--- src/rtl/mul_operand_sequencer_pkg.sv ---
// Shared types for the multiplier operand sequencer: FSM states, bus width
// and the queued operand pair.
package mul_operand_sequencer_pkg;

  localparam int DATA_W = 16;

  typedef enum logic [2:0] {
    S_IDLE   = 3'd0,
    S_START  = 3'd1,
    S_LOAD_A = 3'd2,
    S_LOAD_B = 3'd3,
    S_WAIT   = 3'd4,
    S_OUT    = 3'd5,
    S_CLEAR  = 3'd6
  } state_e;

  typedef struct packed {
    logic [DATA_W-1:0] a;
    logic [DATA_W-1:0] b;
  } operand_t;

endpackage

--- src/rtl/mul_operand_fifo.sv ---
// Operand-pair FIFO: power-of-two depth, registered occupancy count.
module mul_operand_fifo
  import mul_operand_sequencer_pkg::*;
#(
  parameter int DEPTH = 4
) (
  input  logic                    clk,
  input  logic                    rst,
  input  logic                    wr_en,
  input  logic [2*DATA_W-1:0]     wr_data,
  input  logic                    rd_en,
  output logic [2*DATA_W-1:0]     rd_data,
  output logic                    full,
  output logic                    empty,
  output logic [$clog2(DEPTH):0]  count
);

  localparam int PTR_W = $clog2(DEPTH);
  localparam int CNT_W = PTR_W + 1;

  logic [2*DATA_W-1:0] mem_q [DEPTH];
  logic [2*DATA_W-1:0] mem_d [DEPTH];
  logic [PTR_W-1:0]    wr_ptr_q, wr_ptr_d;
  logic [PTR_W-1:0]    rd_ptr_q, rd_ptr_d;
  logic [CNT_W-1:0]    count_q, count_d;
  logic                wr_fire, rd_fire;

  assign full    = (count_q == CNT_W'(DEPTH));
  assign empty   = (count_q == '0);
  assign count   = count_q;
  assign rd_data = mem_q[rd_ptr_q];

  always_comb begin
    wr_fire  = wr_en && !full;
    rd_fire  = rd_en && !empty;
    wr_ptr_d = wr_ptr_q;
    rd_ptr_d = rd_ptr_q;
    count_d  = count_q;
    mem_d    = mem_q;
    if (wr_fire) begin
      mem_d[wr_ptr_q] = wr_data;
      wr_ptr_d        = wr_ptr_q + 1'b1;
    end
    if (rd_fire) begin
      rd_ptr_d = rd_ptr_q + 1'b1;
    end
    case ({wr_fire, rd_fire})
      2'b10:   count_d = count_q + CNT_W'(1);
      2'b01:   count_d = count_q - CNT_W'(1);
      default: count_d = count_q;
    endcase
  end

  always_ff @(posedge clk) begin
    if (rst) begin
      wr_ptr_q <= '0;
      rd_ptr_q <= '0;
      count_q  <= '0;
    end else begin
      wr_ptr_q <= wr_ptr_d;
      rd_ptr_q <= rd_ptr_d;
      count_q  <= count_d;
    end
  end

  // Storage carries no reset; occupancy alone decides what is valid.
  always_ff @(posedge clk) begin
    mem_q <= mem_d;
  end

endmodule

--- src/rtl/mul_operand_sequencer.sv ---
// Feeds queued operand pairs to the repeated-addition multiplier (start, A, B),
// waits for done under a watchdog, and returns the product over valid/ready.
module mul_operand_sequencer
  import mul_operand_sequencer_pkg::*;
#(
  parameter int DEPTH   = 4,
  parameter int TIMEOUT = 1024
) (
  input  logic              clk,
  input  logic              rst,
  input  logic              in_valid,
  output logic              in_ready,
  input  logic [DATA_W-1:0] in_a,
  input  logic [DATA_W-1:0] in_b,
  output logic              mul_start,
  output logic [DATA_W-1:0] mul_data,
  input  logic              mul_done,
  input  logic [DATA_W-1:0] mul_product,
  output logic              mul_clear,
  output logic              res_valid,
  input  logic              res_ready,
  output logic [DATA_W-1:0] res_product,
  output logic              res_err
);

  localparam int                WDOG_W    = $clog2(TIMEOUT);
  localparam logic [WDOG_W-1:0] WDOG_LAST = WDOG_W'(TIMEOUT - 1);

  state_e                  state_q, state_d;
  logic [WDOG_W-1:0]       wdog_q, wdog_d;
  logic [DATA_W-1:0]       res_product_q, res_product_d;
  logic                    res_err_q, res_err_d;
  logic                    pop;
  logic                    fifo_full, fifo_empty;
  logic [$clog2(DEPTH):0]  fifo_count;
  logic [2*DATA_W-1:0]     fifo_rd_data;
  operand_t                head;
  operand_t                in_pair;

  assign in_pair = '{a: in_a, b: in_b};
  assign head    = fifo_rd_data;

  mul_operand_fifo #(.DEPTH(DEPTH)) u_fifo (
    .clk     (clk),
    .rst     (rst),
    .wr_en   (in_valid),
    .wr_data (in_pair),
    .rd_en   (pop),
    .rd_data (fifo_rd_data),
    .full    (fifo_full),
    .empty   (fifo_empty),
    .count   (fifo_count)
  );

  assign in_ready    = !fifo_full;
  assign res_product = res_product_q;
  assign res_err     = res_err_q;

  always_comb begin
    state_d       = state_q;
    wdog_d        = wdog_q;
    res_product_d = res_product_q;
    res_err_d     = res_err_q;
    mul_start     = 1'b0;
    mul_data      = '0;
    mul_clear     = 1'b0;
    res_valid     = 1'b0;
    pop           = 1'b0;
    case (state_q)
      S_IDLE: begin
        if (fifo_count != '0) state_d = S_START;
      end
      S_START: begin
        mul_start = 1'b1;
        state_d   = S_LOAD_A;
      end
      S_LOAD_A: begin
        mul_data = head.a;
        state_d  = S_LOAD_B;
      end
      S_LOAD_B: begin
        mul_data = head.b;
        pop      = !fifo_empty;
        wdog_d   = '0;
        state_d  = S_WAIT;
      end
      // done takes priority over an expiring watchdog in the same cycle
      S_WAIT: begin
        if (mul_done) begin
          res_product_d = mul_product;
          res_err_d     = 1'b0;
          state_d       = S_OUT;
        end else if (wdog_q == WDOG_LAST) begin
          res_product_d = '0;
          res_err_d     = 1'b1;
          state_d       = S_OUT;
        end else begin
          wdog_d = wdog_q + 1'b1;
        end
      end
      S_OUT: begin
        res_valid = 1'b1;
        if (res_ready) state_d = S_CLEAR;
      end
      S_CLEAR: begin
        mul_clear = 1'b1;
        state_d   = S_IDLE;
      end
      default: state_d = S_IDLE;
    endcase
  end

  always_ff @(posedge clk) begin
    if (rst) begin
      state_q       <= S_IDLE;
      wdog_q        <= '0;
      res_product_q <= '0;
      res_err_q     <= 1'b0;
    end else begin
      state_q       <= state_d;
      wdog_q        <= wdog_d;
      res_product_q <= res_product_d;
      res_err_q     <= res_err_d;
    end
  end

endmodule
--- config.mk ---
export PLATFORM = sky130hd
export DESIGN_NAME = mul_operand_sequencer
export DESIGN_NICKNAME = d
export VERILOG_FILES = /design/src/rtl/mul_operand_sequencer_pkg.sv /design/src/rtl/mul_operand_fifo.sv /design/src/rtl/mul_operand_sequencer.sv
export SDC_FILE = /design/constraint.sdc
export NUM_CORES = 1
export LEC_CHECK = 0
export CORE_MARGIN = 5
export CORE_UTILIZATION = 40
export CTS_BUF_LIST = sky130_fd_sc_hd__clkbuf_8
export DETAILED_ROUTE_END_ITERATION = 10
export PLACE_DENSITY = 0.58
export SLEW_MARGIN = 30
export SYNTH_ARGS = -nofsm -noshare
export SYNTH_HDL_FRONTEND = slang
export SYNTH_SLANG_ARGS = --single-unit
--- constraint.sdc ---
create_clock -name clk -period 2.6 [get_ports clk]
set_input_delay 0.52 -clock clk [delete_from_list [all_inputs] [get_ports clk]]
set_output_delay 0.52 -clock clk [all_outputs]
set_load 0.05 [all_outputs]
==> key figures <==
STA
  • Final worst hold slack: 482 ps
  • Achievable frequency: 392 MHz
  • Slack of the critical path: 51.6 ps
  • Time the worst path needs with I/O delays and setup: 2550 ps
  • Final count of hold timing violations: 0
  • Pins Over Slew Limit: 0
  • Post-route clock period utilization: 0.980
  • RSZ-0062 raised after global routing: yes
  • Max Clock Skew: 13.2 ps
  • Worst relative slew slack: 0.490
  • Actual transition at the worst max-transition pin: 764 ps
  • # setup viols final: 0

GRT
  • Global-route wire length before repair: 21.0 mm
  • Maximum number of pins on one net before global-route repair: 34
  • Total global-route track usage: 0.149
  • Number of antenna violations at the first check in global routing: 0
  • Final global-route overflow total: 0
  • Via count of the first global-routing pass: 3823

Setup path
  • Arr. time, crit path: 2030 ps
  • Dominant delay contributor by cell family on the critical path: multiplexers
  • Critical path capture point type: output pin
  • CP Launch Type: register
  • Cells along the critical path: clkbuf_16, mux4_2, a22o_1, buf_12
  • Worst EP required: 2080 ps
  • Logic depth of the worst register-to-register path: 9
  • Slowest cell on the critical path: sky130_fd_sc_hd__mux4_2
  • Delay of the slowest cell on the worst path: 500 ps
  • Depth of the critical timing path with buffers and inverters included: 4
  • CP Class: register to output pin
  • Buffers plus inverters on the worst setup path: 2
  • Setup slack of the most critical reg-to-reg path: 200 ps
  • Maximum fanout encountered on the critical timing path: 8

Routing
  • Met2 WL post-DR: 6.36 mm
  • Drt initial violations: 323
  • Final routed DRC violation total: 0
  • Total wirelength of the detailed-routed design: 13.3 mm
  • Routed via count: 3714
  • Vias per cell: 5.26
  • Top sig layer: met4
  • Met1 wire length: 5.99 mm
  • Drt wl/cell: 18.9 µm
  • Length of routed met3 wiring: 874 µm
  • Remaining number of nets flagged by the antenna check after routing: 0
  • Detailed-router iteration count before antenna repair: 5

CTS
  • Number of H-tree levels: 4
  • Count of hold buffers inserted by post-cts repair: 0
  • Buffer depth of the longest clock path: 2
  • Post-CTS setup buffers: 0
  • Clock transition at the registers of the reported paths: 80 ps
  • Latest clock arrival within the worst-skew pair: 450 ps
  • Root Buffer Master: sky130_fd_sc_hd__clkbuf_8
  • Total clock sinks: 165
  • CTS tree: built
  • Cts bufs inserted: 17

Final layout
  • Sequential standard cell area: 4590 µm²
  • Leading cell type in the layout, fill and taps excluded: sky130_fd_sc_hd__edfxtp_1
  • Fill count: 1325
  • Most used cells in the layout excluding fill and tap cells: 128 x sky130_fd_sc_hd__edfxtp_1, 69 x sky130_fd_sc_hd__clkdlybuf4s50_1, 35 x sky130_fd_sc_hd__dfxtp_1, 32 x sky130_fd_sc_hd__mux4_2, 31 x sky130_fd_sc_hd__a22o_1
  • Area of the multi-input gates: 1790 µm²
  • Layout net count: 537
  • Ratio of cells with drive above 1 in the final layout: 0.218
  • Area growth from synthesis to layout: 28.7%
  • # diodes: 0
  • Final instance count without filler cells: 706

Placement
  • Placer Congestion: 0.773
  • Placed Cells incl. Taps: 672
  • Post-placement worst setup slack: 44.8 ps
  • # port buffers: 89
  • Detailed Place HPWL: 7.96 mm

Synth
  • Post-Synthesis Cells: 374
  • Syn_area_per_cell: 17.3 µm²
  • Number of flip-flops and latches in the synthesized netlist: 165
  • Number of enable flip-flop cells after synthesis: 128
  • Most used flip-flop cell after synthesis: sky130_fd_sc_hd__edfxtp_1
  • Sequential-to-total area share from yosys stat: 0.708
  • Syn nets: 434
  • Post-synth ARST share: 0
  • Number of distinct library cell variants in the gate-level netlist after synthesis: 47
  • Total number of yosys warnings: 0
  • Post-synthesis instance area: 6480 µm²

Floorplan
  • Horizontal die dimension: 137 µm
  • Io pins: 90
  • Initial cell density of the core: 0.408
  • Row count: 46
  • Area of the placeable core: 15900 µm²
  • Die Area: 18800 µm²
  • Die Y-Extent: 137 µm

Status
  • Status: finished, final reports clean

Power
  • Max IR drop VDD: 465 µV
  • Leak: 2.70 nW
  • Areal power density over the cells: 745 nW/µm²

Hold path
  • Worst min path class: register to register
  • Hold depth: 1

Job
  • Max-capacitance violation count: 0
[flip-flops by register name, indices dropped and copies added (netlist names)]
| register | flops |
|---|---|
| state_q | 3 |
| u_fifo.wr_ptr_q | 2 |
| u_fifo.rd_ptr_q | 2 |
| wdog_q | 10 |
| res_err | 1 |
| res_product | 16 |
| u_fifo.count | 3 |
| u_fifo.mem_q | 128 |
[cell usage after synthesis, types with 3 or more instances]
library cell | n | area share
sky130_fd_sc_hd__o21ai_0 | 5 | 0.0039
sky130_fd_sc_hd__nand3_1 | 5 | 0.0039
sky130_fd_sc_hd__nand4_1 | 5 | 0.0048
sky130_fd_sc_hd__nand2b_1 | 3 | 0.0029
sky130_fd_sc_hd__dfxtp_1 | 37 | 0.11
sky130_fd_sc_hd__buf_2 | 8 | 0.0062
sky130_fd_sc_hd__nor4b_1 | 3 | 0.0041
sky130_fd_sc_hd__a211oi_1 | 3 | 0.0035
sky130_fd_sc_hd__nor3b_1 | 3 | 0.0035
sky130_fd_sc_hd__a21oi_1 | 8 | 0.0062
sky130_fd_sc_hd__nor2_1 | 15 | 0.0087
sky130_fd_sc_hd__nor3_1 | 6 | 0.0046
sky130_fd_sc_hd__edfxtp_1 | 128 | 0.59
sky130_fd_sc_hd__xnor2_1 | 4 | 0.0054
sky130_fd_sc_hd__mux4_2 | 32 | 0.11
sky130_fd_sc_hd__clkbuf_1 | 10 | 0.0058
sky130_fd_sc_hd__and3_1 | 6 | 0.0058
sky130_fd_sc_hd__or4_1 | 3 | 0.0035
sky130_fd_sc_hd__inv_1 | 13 | 0.0075
sky130_fd_sc_hd__nand2_1 | 9 | 0.0052
sky130_fd_sc_hd__a22o_1 | 32 | 0.043
sky130_fd_sc_hd__ha_1 | 6 | 0.012
[per-layer routing]
| metal | vias to the layer above | track usage |
|---|---|---|
| li1 | 1719 | - |
| met1 | 1872 | 0.193 |
| met2 | 111 | 0.239 |
| met3 | 12 | 0.0522 |
| met4 | 0 | 0.0416 |
| met5 | - | 0 |
[layout make-up]
cell class / instances / share of cell area
clock buffers: 17 / 0.0281
clock inverters: 15 / 0.0179
multi-input cells: 177 / 0.215
inverters: 13 / 0.00585
well taps: 216 / 0.0324
repair buffers: 103 / 0.150
flip-flops and latches: 165 / 0.551
[worst paths after layout]
path,from,endpoint
worst max-delay path,u_fifo.rd_ptr_q[0],mul_data[10]
worst min-delay path,res_product[6],res_product[6]
worst max register to register,u_fifo.count[2],u_fifo.count[2]
worst min register to register,res_product[6],res_product[6]
[power breakdown]
group / switching (mW) / total (mW) / internal [mW] / leakage (nW)
sequential: 0.0761 / 3.05 / 2.98 / 1.48
combinational: 0.754 / 1.38 / 0.624 / 1.04
clock: 0.997 / 1.78 / 0.783 / 0.187
[timing repair]
item	CTS	global route
gates resized for setup	8	2
gates cloned	1	1
endpoints found under the setup margin	19	16
pin swaps	8	1
[stage by stage]
stage	utilization	TNS (ps)	power, mW	cell area (µm²)
finish	0.525	0	6.21	8340
floorplan	-	0	3.82	6480
global route	0.525	-482	6.47	8340
global placement	0.495	0	4.45	7870
detailed placement	0.496	0	4.47	7870
CTS	0.522	-176	6.27	8300
[cell families after synthesis]
family / after synthesis / synth area share
buffers and inverters: 32 / 0.0207
multiplexers: 34 / 0.114
AO/OA/AOI/OAI: 61 / 0.0732
AND/OR/NAND/NOR: 69 / 0.0611
adder cells (fa/ha/maj): 7 / 0.0147
flip-flops: 165 / 0.708
XOR/XNOR: 6 / 0.00811
(Power assumes the default switching activity.)
